$ cat src/rtl/jts16_mem_bridge_pkg.sv
// Purpose : shared types, FSM encoding and default SDRAM bases for the jts16 memory bridge.
// Latency : n/a (declarations only).
// Backpressure: n/a.
package jts16_mem_bridge_pkg;

    localparam int ROM_AW = 17;
    localparam int CPU_AW = 13;
    localparam int DW     = 16;
    localparam int SD_AW  = 22;

    typedef logic [SD_AW-1:0]  sdram_addr_t;
    typedef logic [ROM_AW-1:0] rom_addr_t;
    typedef logic [CPU_AW-1:0] cpu_addr_t;
    typedef logic [DW-1:0]     data_t;

    // Default SDRAM word bases of the three regions.
    localparam sdram_addr_t ROM_OFFSET_DEF  = 22'h00_0000;
    localparam sdram_addr_t RAM_OFFSET_DEF  = 22'h10_0000;
    localparam sdram_addr_t VRAM_OFFSET_DEF = 22'h10_4000;

    typedef enum logic [1:0] {
        IDLE = 2'd0,
        REQ  = 2'd1,
        WAIT = 2'd2,
        DONE = 2'd3
    } state_t;

    // Which requester owns the transaction in flight.
    typedef enum logic [1:0] {
        SRC_ROM  = 2'd0,
        SRC_RAM  = 2'd1,
        SRC_VRAM = 2'd2
    } src_t;

    // Region base plus word offset; wraps modulo 2^22 by construction.
    function automatic sdram_addr_t sd_addr(input sdram_addr_t base, input sdram_addr_t off);
        return base + off;
    endfunction

endpackage

$ cat src/rtl/jts16_mem_bridge_if.sv
// Purpose : SDRAM request/response bus between the bridge (master) and the SDRAM controller (slave).
// Latency : n/a (wiring only).
// Backpressure: request is held by the master until the slave pulses sdram_ack.
interface jts16_mem_bridge_if;

    logic                                    sdram_req;
    jts16_mem_bridge_pkg::sdram_addr_t       sdram_addr;
    logic                                    sdram_we;
    logic [1:0]                              sdram_dsn;
    jts16_mem_bridge_pkg::data_t             sdram_din;
    logic                                    sdram_ack;
    logic                                    sdram_rdy;
    jts16_mem_bridge_pkg::data_t             sdram_dout;

    modport master (
        output sdram_req, sdram_addr, sdram_we, sdram_dsn, sdram_din,
        input  sdram_ack, sdram_rdy, sdram_dout
    );

    modport slave (
        input  sdram_req, sdram_addr, sdram_we, sdram_dsn, sdram_din,
        output sdram_ack, sdram_rdy, sdram_dout
    );

endinterface

$ cat src/rtl/jts16_rom_cache.sv
// Purpose : one-entry ROM read cache (tag/data/valid) with combinational hit compare.
// Latency : hit reported in the same cycle as rom_cs; fill visible the cycle after the fill edge.
// Backpressure: none; fill is a single-cycle write strobe from the bridge FSM.
// Ports   : clk/rst; fill/fill_tag/fill_data load the entry; rom_cs/rom_addr look up; rom_ok/rom_data answer.
module jts16_rom_cache
    import jts16_mem_bridge_pkg::*;
(
    input  logic      clk,
    input  logic      rst,
    input  logic      fill,
    input  rom_addr_t fill_tag,
    input  data_t     fill_data,
    input  logic      rom_cs,
    input  rom_addr_t rom_addr,
    output logic      rom_ok,
    output data_t     rom_data
);

    logic      valid_q, valid_d;
    rom_addr_t tag_q,   tag_d;
    data_t     data_q,  data_d;

    always_comb begin
        valid_d = valid_q;
        tag_d   = tag_q;
        data_d  = data_q;
        if (fill) begin
            valid_d = 1'b1;
            tag_d   = fill_tag;
            data_d  = fill_data;
        end
    end

    always_ff @(posedge clk) begin
        if (rst) begin
            valid_q <= 1'b0;
            tag_q   <= '0;
            data_q  <= '0;
        end else begin
            valid_q <= valid_d;
            tag_q   <= tag_d;
            data_q  <= data_d;
        end
    end

    assign rom_ok   = rom_cs & valid_q & (tag_q == rom_addr);
    assign rom_data = data_q;

endmodule

$ cat src/rtl/jts16_mem_bridge.sv
// Purpose : arbitrates CPU ROM/work-RAM/VRAM accesses onto one SDRAM port, ROM reads through a one-entry cache.
// Latency : ROM hit 0 cycles; miss or RAM/VRAM = 1 + ack wait + rdy wait + 1 cycles.
// Backpressure: sdram_req held until sdram_ack; ram_ok held while the originating cs and address stay put.
// Ports   : clk/rst; CPU side rom_cs/rom_addr, ram_cs/vram_cs/cpu_addr/cpu_dout/UDSWn/LDSWn,
//           rom_data/rom_ok, ram_data/ram_ok; SDRAM side through the sdram master modport.
module jts16_mem_bridge
    import jts16_mem_bridge_pkg::*;
#(
    parameter sdram_addr_t ROM_OFFSET  = ROM_OFFSET_DEF,
    parameter sdram_addr_t RAM_OFFSET  = RAM_OFFSET_DEF,
    parameter sdram_addr_t VRAM_OFFSET = VRAM_OFFSET_DEF
) (
    input  logic      clk,
    input  logic      rst,
    input  logic      rom_cs,
    input  rom_addr_t rom_addr,
    input  logic      ram_cs,
    input  logic      vram_cs,
    input  cpu_addr_t cpu_addr,
    input  data_t     cpu_dout,
    input  logic      UDSWn,
    input  logic      LDSWn,
    output data_t     rom_data,
    output data_t     ram_data,
    output logic      rom_ok,
    output logic      ram_ok,
    jts16_mem_bridge_if.master sdram
);

    state_t      state_q,    state_d;
    src_t        src_q,      src_d;
    sdram_addr_t addr_q,     addr_d;
    logic        we_q,       we_d;
    logic [1:0]  dsn_q,      dsn_d;
    data_t       din_q,      din_d;
    rom_addr_t   rom_addr_q, rom_addr_d;
    cpu_addr_t   cpu_addr_q, cpu_addr_d;
    logic        drop_q,     drop_d;
    data_t       ram_data_q, ram_data_d;

    logic rom_hit;
    logic cache_fill;
    logic orig_cs;

    jts16_rom_cache u_cache (
        .clk       (clk),
        .rst       (rst),
        .fill      (cache_fill),
        .fill_tag  (rom_addr_q),
        .fill_data (sdram.sdram_dout),
        .rom_cs    (rom_cs),
        .rom_addr  (rom_addr),
        .rom_ok    (rom_hit),
        .rom_data  (rom_data)
    );

    // Chip select of whichever requester launched the current transaction.
    always_comb begin
        orig_cs = rom_cs;
        case (src_q)
            SRC_RAM:  orig_cs = ram_cs;
            SRC_VRAM: orig_cs = vram_cs;
            default:  orig_cs = rom_cs;
        endcase
    end

    always_comb begin
        state_d    = state_q;
        src_d      = src_q;
        addr_d     = addr_q;
        we_d       = we_q;
        dsn_d      = dsn_q;
        din_d      = din_q;
        rom_addr_d = rom_addr_q;
        cpu_addr_d = cpu_addr_q;
        drop_d     = drop_q;
        ram_data_d = ram_data_q;
        cache_fill = 1'b0;

        case (state_q)
            IDLE: begin
                // RAM beats VRAM beats ROM; a ROM hit needs no SDRAM cycle.
                if (ram_cs || vram_cs) begin
                    src_d      = ram_cs ? SRC_RAM : SRC_VRAM;
                    addr_d     = sd_addr(ram_cs ? RAM_OFFSET : VRAM_OFFSET, SD_AW'(cpu_addr));
                    we_d       = ~(UDSWn & LDSWn);
                    dsn_d      = (UDSWn & LDSWn) ? 2'b11 : {UDSWn, LDSWn};
                    din_d      = cpu_dout;
                    cpu_addr_d = cpu_addr;
                    drop_d     = 1'b0;
                    state_d    = REQ;
                end else if (rom_cs && !rom_hit) begin
                    src_d      = SRC_ROM;
                    addr_d     = sd_addr(ROM_OFFSET, SD_AW'(rom_addr));
                    we_d       = 1'b0;
                    dsn_d      = 2'b11;
                    rom_addr_d = rom_addr;
                    drop_d     = 1'b0;
                    state_d    = REQ;
                end
            end
            REQ: begin
                // A dropped cs never aborts the SDRAM cycle, it only suppresses ram_ok.
                if (!orig_cs) drop_d = 1'b1;
                if (sdram.sdram_ack) state_d = WAIT;
            end
            WAIT: begin
                if (!orig_cs) drop_d = 1'b1;
                if (sdram.sdram_rdy) begin
                    state_d = DONE;
                    if (src_q == SRC_ROM) begin
                        cache_fill = 1'b1;
                    end else if (!we_q) begin
                        ram_data_d = sdram.sdram_dout;
                    end
                end
            end
            DONE: begin
                // ROM answers from the cache, so it leaves at once; RAM/VRAM holds
                // ram_ok until cs falls or the CPU moves to another address.
                if (src_q == SRC_ROM || drop_q || !orig_cs || (cpu_addr != cpu_addr_q)) begin
                    state_d = IDLE;
                    we_d    = 1'b0;
                    dsn_d   = 2'b11;
                end
            end
            default: state_d = IDLE;
        endcase
    end

    always_ff @(posedge clk) begin
        if (rst) begin
            state_q    <= IDLE;
            src_q      <= SRC_ROM;
            addr_q     <= '0;
            we_q       <= 1'b0;
            dsn_q      <= 2'b11;
            din_q      <= '0;
            rom_addr_q <= '0;
            cpu_addr_q <= '0;
            drop_q     <= 1'b0;
            ram_data_q <= 16'hffff;
        end else begin
            state_q    <= state_d;
            src_q      <= src_d;
            addr_q     <= addr_d;
            we_q       <= we_d;
            dsn_q      <= dsn_d;
            din_q      <= din_d;
            rom_addr_q <= rom_addr_d;
            cpu_addr_q <= cpu_addr_d;
            drop_q     <= drop_d;
            ram_data_q <= ram_data_d;
        end
    end

    assign sdram.sdram_req  = (state_q == REQ);
    assign sdram.sdram_addr = addr_q;
    assign sdram.sdram_we   = we_q;
    assign sdram.sdram_dsn  = dsn_q;
    assign sdram.sdram_din  = din_q;

    assign rom_ok   = rom_hit;
    assign ram_data = ram_data_q;
    // Registered-address compare drops ram_ok in the very cycle the CPU address moves.
    assign ram_ok   = (state_q == DONE) && (src_q != SRC_ROM) && !drop_q && orig_cs
                      && (cpu_addr == cpu_addr_q);

endmodule

$ cat src/flat_wrapper.sv
// flat-port wrapper written by rule: the top's interface ports become plain ports
module jts16_mem_bridge_flat import jts16_mem_bridge_pkg::*;
#(
    parameter sdram_addr_t ROM_OFFSET  = ROM_OFFSET_DEF,
    parameter sdram_addr_t RAM_OFFSET  = RAM_OFFSET_DEF,
    parameter sdram_addr_t VRAM_OFFSET = VRAM_OFFSET_DEF
)
  (clk, rst, rom_cs, rom_addr, ram_cs, vram_cs, cpu_addr, cpu_dout, UDSWn, LDSWn, rom_data, ram_data, rom_ok, ram_ok, sdram_sdram_req, sdram_sdram_addr, sdram_sdram_we, sdram_sdram_dsn, sdram_sdram_din, sdram_sdram_ack, sdram_sdram_rdy, sdram_sdram_dout);
  jts16_mem_bridge_if sdram_i ();
  input  logic clk;
  input  logic rst;
  input  logic rom_cs;
  input  rom_addr_t rom_addr;
  input  logic ram_cs;
  input  logic vram_cs;
  input  cpu_addr_t cpu_addr;
  input  data_t cpu_dout;
  input  logic UDSWn;
  input  logic LDSWn;
  output data_t rom_data;
  output data_t ram_data;
  output logic rom_ok;
  output logic ram_ok;
  output wire logic [$bits(sdram_i.sdram_req)-1:0] sdram_sdram_req;
  output wire logic [$bits(sdram_i.sdram_addr)-1:0] sdram_sdram_addr;
  output wire logic [$bits(sdram_i.sdram_we)-1:0] sdram_sdram_we;
  output wire logic [$bits(sdram_i.sdram_dsn)-1:0] sdram_sdram_dsn;
  output wire logic [$bits(sdram_i.sdram_din)-1:0] sdram_sdram_din;
  input wire logic [$bits(sdram_i.sdram_ack)-1:0] sdram_sdram_ack;
  input wire logic [$bits(sdram_i.sdram_rdy)-1:0] sdram_sdram_rdy;
  input wire logic [$bits(sdram_i.sdram_dout)-1:0] sdram_sdram_dout;
  assign sdram_sdram_req = sdram_i.sdram_req;
  assign sdram_sdram_addr = sdram_i.sdram_addr;
  assign sdram_sdram_we = sdram_i.sdram_we;
  assign sdram_sdram_dsn = sdram_i.sdram_dsn;
  assign sdram_sdram_din = sdram_i.sdram_din;
  assign sdram_i.sdram_ack = sdram_sdram_ack;
  assign sdram_i.sdram_rdy = sdram_sdram_rdy;
  assign sdram_i.sdram_dout = sdram_sdram_dout;
  jts16_mem_bridge #(.ROM_OFFSET(ROM_OFFSET), .RAM_OFFSET(RAM_OFFSET), .VRAM_OFFSET(VRAM_OFFSET)) u_core (.clk(clk), .rst(rst), .rom_cs(rom_cs), .rom_addr(rom_addr), .ram_cs(ram_cs), .vram_cs(vram_cs), .cpu_addr(cpu_addr), .cpu_dout(cpu_dout), .UDSWn(UDSWn), .LDSWn(LDSWn), .rom_data(rom_data), .ram_data(ram_data), .rom_ok(rom_ok), .ram_ok(ram_ok), .sdram(sdram_i));
endmodule
$ cat config.mk
export PLATFORM = sky130hd
export DESIGN_NAME = jts16_mem_bridge_flat
export DESIGN_NICKNAME = d
export VERILOG_FILES = /design/src/rtl/jts16_mem_bridge_pkg.sv /design/src/rtl/jts16_mem_bridge_if.sv /design/src/rtl/jts16_rom_cache.sv /design/src/rtl/jts16_mem_bridge.sv /design/src/flat_wrapper.sv
export SDC_FILE = /design/constraint.sdc
export NUM_CORES = 1
export LEC_CHECK = 0
export CAP_MARGIN = 20
export CORE_MARGIN = 4
export CORE_UTILIZATION = 24
export CTS_CLUSTER_DIAMETER = 100
export DETAILED_ROUTE_END_ITERATION = 16
export DONT_BUFFER_PORTS = 1
export MAX_ROUTING_LAYER = met4
export PLACE_DENSITY_LB_ADDON = 0.1
export SLEW_MARGIN = 20
export SYNTH_ARGS = -nofsm -noshare
export SYNTH_HDL_FRONTEND = slang
export SYNTH_SLANG_ARGS = --single-unit
$ cat constraint.sdc
create_clock -name clk -period 2.23 [get_ports clk]
set_clock_uncertainty 0.1 [all_clocks]
set_input_delay 0.446 -clock clk [delete_from_list [all_inputs] [get_ports clk]]
set_output_delay 0.446 -clock clk [all_outputs]
set_load 0.005 [all_outputs]
==> results.json <==
{
  "outcome": "complete, but fails checks",
  "violations": "setup timing",
  "fillers": 2191,
  "die_w_um": 153,
  "period_minus_slack_ns": 2.41,
  "synth_cell_types": 43,
  "globalplace.congestion": 0.732,
  "synth_top_cell_area_share_pct": 48.3,
  "drc": 0,
  "cts_inserted_buffers": 17,
  "p_leak_nw": 2.34,
  "drtPass1Iterations": 4,
  "wl_um": 15300,
  "pin_count": 147,
  "critPathLaunchType": "register",
  "setup_violations": 2,
  "min_path_cells": 1,
  "cts.htree.levels": 4,
  "synthTopCellsByArea": "dfxtp_1 (48%), nand2_1 (13%), mux2i_1 (7.3%)",
  "netlist_instances": 598,
  "row_count": 52,
  "clk_pin_slew_ns": 0.06,
  "syn_to_final_growth_pct": 23.6,
  "maxSlewHeadroom_pct": 64.5,
  "netlist_area_um2": 5060,
  "fin_setup_tns_ns": -0.311,
  "fin_crit_sh_pct": 108,
  "rsz0062_at_grt": "true",
  "seq_area_frac_synth_pct": 48.3,
  "p_clk_share_pct": 39.1,
  "slew_violations": 0,
  "track_usage_pct": 13.3,
  "die_y_um": 153,
  "rr_worst_depth": 8,
  "powerDensity_nw_per_um2": 1180,
  "cts_root_buf": "clkbuf_16",
  "hpwl_um": 10400,
  "n_antenna_cell": 0,
  "hold_class": "input port to register",
  "p_int_w": 0.00509,
  "power_w": 0.00737,
  "final_nets": 681,
  "place_inst": 850,
  "regArea_um2": 2450,
  "crit_type": "register to output port",
  "post_drt_via_cell_ratio": 4.52,
  "hold_viol": 0,
  "detail_route.wl_per_cell_um": 17.3,
  "crit_cells": 6,
  "start_util_pct": 24.7,
  "antenna_found_initial": 0,
  "worstMarginPinSlew_ns": 0.531,
  "synth_top_area_cell": "dfxtp_1",
  "setup_ws_ns": -0.177,
  "cp.required_ns": 1.68,
  "ant_nets": 0,
  "fmax_mhz": 415,
  "peakVddDrop_uv": 470,
  "syn_area_per_cell_um2": 8.46,
  "overflow": 0,
  "multi_input_area_um2": 2600,
  "worstPathCellList": "xor2_2, nor4_2, buf_4, nand4_1, nor4_2, buf_4",
  "grt_pass1_vias": 3934,
  "synth_warnings": 0,
  "cts_tree": "yes",
  "clockBufferDepth": 2,
  "crit_arrival_ns": 1.86,
  "initialDrtViolationCount": 218,
  "dieArea_um2": 23500,
  "seq_power_share_pct": 38.6,
  "post-cts-setup-buffers": 0,
  "drv_cap": 0,
  "synth_seq_cells": 122,
  "clock_sinks": 122,
  "worst_skew_pair.late_latency_ns": 0.41,
  "portBuffers": 0,
  "grt_max_degree": 101,
  "path_max_fanout": 5,
  "core_um2": 20500,
  "drive_above_1_share_pct": 15.3,
  "final_cells": 884,
  "critical_path.endpoint_type": "output port",
  "dr_total_vias": 3994,
  "grt_pass1_wl_um": 23600,
  "p_sw_w": 0.00229,
  "p_comb_share_pct": 22.3,
  "switching_share_pct": 31.0,
  "crit_buf_inv": 2,
  "cp_slowest_cell": "dfxtp_2",
  "crit_path_max_incr_delay_ns": 0.33,
  "cp_top_family": "simple AND/OR/NAND/NOR gates"
}
[cell families (layout without fill, tap and decap cells)]
group	count (synthesis)	count (layout)	synth area share, %
AO/OA/AOI/OAI	94	96	11.4
XOR/XNOR	30	30	5.20
adder cells (fa/ha/maj)	8	8	1.98
buffers and inverters	54	65	4.95
flip-flops	122	122	48.3
multiplexers	38	38	7.55
other	1	4	0.0742
AND/OR/NAND/NOR	251	251	20.6
[area by class of cell]
type | count | share of cell area [%]
tap | 270 | 5.41
multi-input combinational | 427 | 41.6
inverter | 14 | 0.841
clock buffer | 21 | 7.69
timing repair buffer | 20 | 3.02
sequential | 122 | 39.2
clock inverter | 10 | 2.24
[power groups by stage]
stage          clock network (W)  registers (W)  logic (W)
2_1_floorplan                  0        0.00278    0.00126
3_3_place_gp                   0        0.00290    0.00149
3_5_place_dp                   0        0.00290    0.00153
6_report                 0.00288        0.00284    0.00165
5_1_grt                  0.00307        0.00289    0.00187
4_1_cts                  0.00297        0.00286    0.00155
[metrics by stage]
stage          worst slack, ns  util, %  hold WS [ns]  instance area [um2]
6_report                -0.177     30.5        0.0336                 6250
2_1_floorplan           0.0462        -         0.332                 5070
3_5_place_dp           -0.0939     26.3         0.340                 5390
5_1_grt                 -0.363     30.5       0.00611                 6250
4_1_cts                 -0.244     29.7       0.00612                 6080
3_3_place_gp           -0.0540     26.3         0.332                 5390
[routing by layer]
layer	global-route usage, %	vias up	part of all wire, %	wire length, um
li1	-	1992	-	-
met1	16.5	1910	45	6810
met2	20.0	86	48	7280
met3	5.20	6	7.0	1070
met4	3.95	0	0.64	97
met5	-	-	0	0
[what timing repair did]
action                                 CTS  global route
resized for setup                       14            25
hold buffers                             1             0
setup endpoints to repair                3            42
endpoints found under the hold margin    7             0
cloned                                   0             2
pin swaps                                8             3
[synth_stat cells (all sizes together)]
master / instances
o22ai: 1
a21oi: 67
nor3: 3
buf: 13
o211ai: 1
or2: 2
or4: 1
nand4: 4
nand3b: 1
nand2: 171
and3: 1
or4b: 1
clkinv: 1
ha: 8
nor2b: 1
inv: 13
or3: 3
o311a: 2
nor4: 9
clkbuf: 27
a311oi: 13
conb: 1
nand3: 4
mux2: 1
xor2: 17
dfxtp: 122
and2: 2
xnor2: 13
nor2: 48
o21ai: 2
mux2i: 37
o31ai: 3
a22oi: 1
o22a: 3
o2111ai: 1
[flip-flops by register name, indices dropped and copies added, names as in the netlist]
| register | flops |
|---|---|
| u_core.sdram.sdram_din | 16 |
| u_core.u_cache.tag_q | 17 |
| u_core.src_q | 2 |
| u_core.sdram.sdram_dsn | 2 |
| u_core.drop_q | 1 |
| u_core.cpu_addr_q | 13 |
| u_core.u_cache.rom_data | 16 |
| u_core.u_cache.valid_q | 1 |
| u_core.state_q | 2 |
| u_core.ram_data | 16 |
| u_core.rom_addr_q | 17 |
| u_core.sdram.sdram_addr | 18 |
| u_core.sdram.sdram_we | 1 |
[worst reg2reg max path, delay by kind of cell, from the launching register on]
kind	cells	cell delay (ns)
flip-flops	1	0.37
buffers and inverters	2	0.33
XOR/XNOR	1	0.25
AO/OA/AOI/OAI	2	0.20
AND/OR/NAND/NOR	3	0.86
[cells in the final DEF, fill, tap and decap left out, types with 3 or more instances in the layout]
master      instances
xor2_1              5
o22a_1              3
clkinvlp_4          3
xor2_2             12
clkbuf_8            4
bufinv_16           3
mux2i_1            37
inv_1              13
buf_4              14
nand3_1             4
a21oi_1            67
nor2_1             48
nand2_1           170
buf_6               3
ha_1                8
nor4_2              8
dfxtp_2             8
a311oi_1           11
clkbuf_16          17
nand4_1             4
conb_1              4
xnor2_1            13
dfxtp_1           114
[path summary, 6_finish.rpt]
check | slack [ns] | startpoint | endpoint
worst max register to register | 0.06 | u_core.u_cache.tag_q[7] | u_core.state_q[1]
worst max-delay path | -0.18 | u_core.cpu_addr_q[2] | ram_ok
worst min register to register | 0.34 | u_core.rom_addr_q[16] | u_core.u_cache.tag_q[16]
worst min-delay path | 0.03 | rst | u_core.src_q[0]
Note: power is estimated with default switching activity, not from simulation.
==> RTL edit 1: new RTL, same flow settings <==
The package constant `CPU_AW` goes from 13 to 14.
--- a/src/rtl/jts16_mem_bridge_pkg.sv
+++ b/src/rtl/jts16_mem_bridge_pkg.sv
@@ -5,5 +5,5 @@
 
     localparam int ROM_AW = 17;
-    localparam int CPU_AW = 13;
+    localparam int CPU_AW = 14;
     localparam int DW     = 16;
     localparam int SD_AW  = 22;
Ports: changed (resized cpu_addr); port bits go from 147 to 148. The function was not compared with the original's and may differ.
==> RTL edit 1 against the unedited design <==
  * The run still ends with setup timing left
  * Sequential cell count grew 1
  * Synthesized area increased by 3.4%
  * Power increased by 2.0%
  * First-iteration DRC count fell by 11%
  * Core utilization up 0.42 points
  * Routed wire length grew 6.1%
  * Cell area grew 5.0%
  * Setup slack lost 0.065 ns
  * Largest cell class unchanged
  * Largest power group unchanged
==> RTL edit 1: results (changes against the unedited design) <==
- Avg Cell Area, Syn: 8.643 um2 (was 8.455 um2)
- Violations in the final reports: setup timing (unchanged).
- First-pass GRT wire length: 24390 um (was 23590 um)
- Detail Placement HPWL: 10700 um (was 10390 um)
- The number of setup buffers added after CTS was 4 (was 0).
- Met1 layer usage reported by global route: 0.1443 (was 0.1646)
- The post-synthesis sequential area ratio came to 0.4709 (was 0.4830).
- Multi-input gate area in the final layout: 0.002686 mm2 (was 0.002597 mm2)
- Global placement routability congestion: 0.7832 (was 0.7318)
- The total placed instance area was 0.005597 mm2 (was 0.005388 mm2).
- Global-route track usage on met3: 0.07490 (was 0.05202)
* Non-clock buffer total of the final layout: 32 (was 20)
- Critical Path End: rom_ok (was ram_ok)
* Met2 track demand over resource: 0.2111 (was 0.1997)
- Met3 wire length: 2091 um (was 1069 um)
- FF-to-FF setup slack: -0.11 ns (was 0.06 ns)
* Post-synth top cells: sky130_fd_sc_hd__nand2_1 (158), sky130_fd_sc_hd__dfxtp_1 (123), sky130_fd_sc_hd__a21oi_1 (65) (was sky130_fd_sc_hd__nand2_1 (171), sky130_fd_sc_hd__dfxtp_1 (122), sky130_fd_sc_hd__a21oi_1 (67))
* Leakage: 2.466 nW (was 2.340 nW)
- Wirelength, routed: 16190 um (was 15260 um)
* Detailed-route vias per instance: 4.646 (was 4.518)
- Met1 wire length: 6258 um (was 6810 um)
- Total number of multi-input combinational cells: 430 (was 427)
- Portion of netlist area occupied by mux cells: 0.04618 (was 0.07548)
* Outcome: finished, violations left (unchanged)
- Number of setup violations in the final report: 27 (was 2)
* Count of clock tree sinks: 123 (was 122)
- Met2 wire len: 7535 um (was 7284 um)
* Vias in the first global route: 4246 (was 3934)
* Iteration-0 DRC Markers: 195 (was 218)
- Worst hold slack: 0.04770 ns (was 0.03357 ns)
- The critical register-to-register path endpoint was u_core.rom_addr_q[12] (was u_core.state_q[1]).
- Crit path max-delay cell type: sky130_fd_sc_hd__nor4_2 (was sky130_fd_sc_hd__dfxtp_2)
- Final Worst Setup Slack: -0.2421 ns (was -0.1770 ns)
- The total routing resource utilization after global routing is 0.1345 (was 0.1326).
[RTL edit 1: changes by cell type after synthesis, moves of 6 or more]
| cell | change |
|---|---|
| sky130_fd_sc_hd__nand2_1 | -13 |
| sky130_fd_sc_hd__a211o_1 | +16 |
| sky130_fd_sc_hd__mux2i_1 | -14 |
| sky130_fd_sc_hd__clkbuf_1 | +6 |
| sky130_fd_sc_hd__nor2b_1 | +17 |
| sky130_fd_sc_hd__a311oi_2 | +14 |
| sky130_fd_sc_hd__a311oi_1 | -13 |
[RTL edit 1: metrics by stage]
stage	utilization	setup TNS, ns	total power, mW	instances
floorplan	-	0	3.981	608
global placement	0.2637	-1.620	4.376	861
detailed placement	0.2637	-1.635	4.418	861
CTS	0.3011	-0.4925	7.514	901
global route	0.3091	-3.469	7.950	904
finish	0.3091	-1.756	7.519	904
==> RTL edit 2: new RTL, same settings <==
Without the edit above. Make the reset (`rst`) asynchronous in 2 clocked blocks.
--- a/src/rtl/jts16_rom_cache.sv
+++ b/src/rtl/jts16_rom_cache.sv
@@ -32,5 +32,5 @@
     end
 
-    always_ff @(posedge clk) begin
+    always_ff @(posedge clk or posedge rst) begin
         if (rst) begin
             valid_q <= 1'b0;
--- a/src/rtl/jts16_mem_bridge.sv
+++ b/src/rtl/jts16_mem_bridge.sv
@@ -129,5 +129,5 @@
     end
 
-    always_ff @(posedge clk) begin
+    always_ff @(posedge clk or posedge rst) begin
         if (rst) begin
             state_q    <= IDLE;
Formal check against the unedited RTL: differs if rst is asserted again (counterexample within 4 cycles, from zero or initial values and one cycle with rst high); with rst held inactive, the same outputs for 4 cycles.
==> RTL edit 2 against the unedited design <==
  * The run still ends with setup timing left
  * Synthesized cell count is 32% lower
  * Setup slack worse by 0.24 ns
  * Synthesized area is 5.6% higher
  * Cell area is 9.5% higher
  * Power is 38% higher
  * Sequential cell count stayed put
  * Routed wire length is 2.2% lower
  * Cell count is 15% lower
  * Sequential share of layout area is 5.7 points higher
==> RTL edit 2: results (changes against the unedited design) <==
* Outcome: finished, violations left (unchanged)
* Violations in the final reports: setup timing (unchanged)
- Detail Placement HPWL: 10630 um (was 10390 um)
- The worst-case vdd ir drop is 0.0005042 V (was 0.0004702 V).
- The number of logic inverters in the finished layout came to 9 (was 14).
- The share of synthesized area spent on multiplexers was 0.1530 (was 0.07548).
- Final Worst Setup Slack: -0.4170 ns (was -0.1770 ns)
- The critical path arrival came to 2.10 ns (was 1.86 ns).
- The count of filler cells inserted in the layout came to 2170 (was 2191).
* Leakage: 3.089 nW (was 2.340 nW)
* Number of clock buffer instances in the layout: 18 (was 21)
- The internal reg-to-reg setup slack is -0.05 ns (was 0.06 ns).
* Depth of the worst register-to-register path: 7 (was 8)
* Proportion of register bits with asynchronous set or reset after synthesis: 1.000 (was 0)
* Share of cells above drive strength 1: 0.4038 (was 0.1531)
* Met1 wire length: 5927 um (was 6810 um)
* Met1 layer usage reported by global route: 0.1419 (was 0.1646)
* Total number of multi-input combinational cells: 263 (was 427)
* Post-synthesis xor/xnor area fraction: 0.04921 (was 0.05197)
* Non-clock buffer total of the final layout: 47 (was 20)
- The share of final layout cell area taken by clock buffers and inverters is 0.08905 (was 0.09930).
- Origin of the worst setup path: u_core.u_cache.tag_q[1] (was u_core.cpu_addr_q[2])
- Global placement routability congestion: 0.7409 (was 0.7318)
- Total Routing Usage GR: 0.1257 (was 0.1326)
- Internal power consumption: 6.964 mW (was 5.087 mW)
- Iteration-0 DRC Markers: 92 (was 218)
* Via count of the routed design: 3326 (was 3994)
- Biggest area contributors in the synthesized netlist: sky130_fd_sc_hd__dfrtp_1 (49%), sky130_fd_sc_hd__mux2_2 (11%), sky130_fd_sc_hd__dfstp_2 (8.9%), sky130_fd_sc_hd__mux2_4 (3.9%), sky130_fd_sc_hd__nand2_1 (3.8%) (was sky130_fd_sc_hd__dfxtp_1 (48%), sky130_fd_sc_hd__nand2_1 (13%), sky130_fd_sc_hd__mux2i_1 (7.3%), sky130_fd_sc_hd__a21oi_1 (6.6%), sky130_fd_sc_hd__nor2_1 (3.6%))
* Reg-to-reg critical path endpoint: u_core.rom_addr_q[7] (was u_core.state_q[1])
* Post-synth top cells: sky130_fd_sc_hd__dfrtp_1 (104), sky130_fd_sc_hd__nand2_1 (54), sky130_fd_sc_hd__mux2_2 (53) (was sky130_fd_sc_hd__nand2_1 (171), sky130_fd_sc_hd__dfxtp_1 (122), sky130_fd_sc_hd__a21oi_1 (67))
* Number of setup violations in the final report: 25 (was 2)
- The post-synthesis sequential area ratio was 0.5760 (was 0.4830).
- Worst reg2reg path startpoint: u_core.u_cache.tag_q[16] (was u_core.u_cache.tag_q[7])
* Synthesized-area fraction occupied by ao, oa, aoi and oai cells: 0.08531 (was 0.1136)
* Pre-CTS WS: -0.3273 ns (was -0.09387 ns)
[RTL edit 2: cell count changes in the layout (fill, tap and decap cells not counted), sizes merged, moves of 13 or more]
cell,change
dfxtp,-122
nand2,-117
dfrtp,+104
mux2,+66
a21oi,-64
nor2,-40
mux2i,-36
buf,+26
dfstp,+18
a21o,+15
a221o,+13
a311oi,-13
and2,+13
[RTL edit 2: power groups by stage]
| stage | combinational (mW) | sequential, mW | clock [mW] |
|---|---|---|---|
| 2_1_floorplan | 2.13 | 3.98 | 0 |
| 4_1_cts | 3.11 | 4.24 | 2.94 |
| 3_5_place_dp | 3.01 | 4.26 | 0 |
| 6_report | 3.16 | 4.20 | 2.84 |
| 3_3_place_gp | 2.93 | 4.24 | 0 |
| 5_1_grt | 3.51 | 4.35 | 3.03 |
[RTL edit 2: metrics by stage]
step / area, um2 / cells / hold slack (ns)
2_1_floorplan: 5354 / 411 / 0.3562
3_3_place_gp: 5949 / 709 / 0.3417
3_5_place_dp: 5949 / 709 / 0.3516
4_1_cts: 6684 / 745 / 0.0005643
5_1_grt: 6843 / 753 / 0.009080
6_report: 6843 / 753 / 0.02660
[RTL edit 2: repair_timing]
action | 4_1_cts | 5_1_grt
gates cloned | 1 | 2
endpoints found under the setup margin | 35 | 37
gates resized for setup | 10 | 15
pin swaps | 12 | 12
hold endpoints to repair | 104 | 0
hold buffers | 1 | 0
setup buffers | 2 | 6
[RTL edit 2: critical path: stages, from the launching register on]
cell and delay, ns:
sky130_fd_sc_hd__dfrtp_1 0.38, sky130_fd_sc_hd__xor2_1 0.16, sky130_fd_sc_hd__buf_4 0.15, sky130_fd_sc_hd__nor4_4 0.30, sky130_fd_sc_hd__nand3_1 0.14, sky130_fd_sc_hd__nor4_2 0.30, sky130_fd_sc_hd__buf_4 0.15, sky130_fd_sc_hd__buf_4 0.10
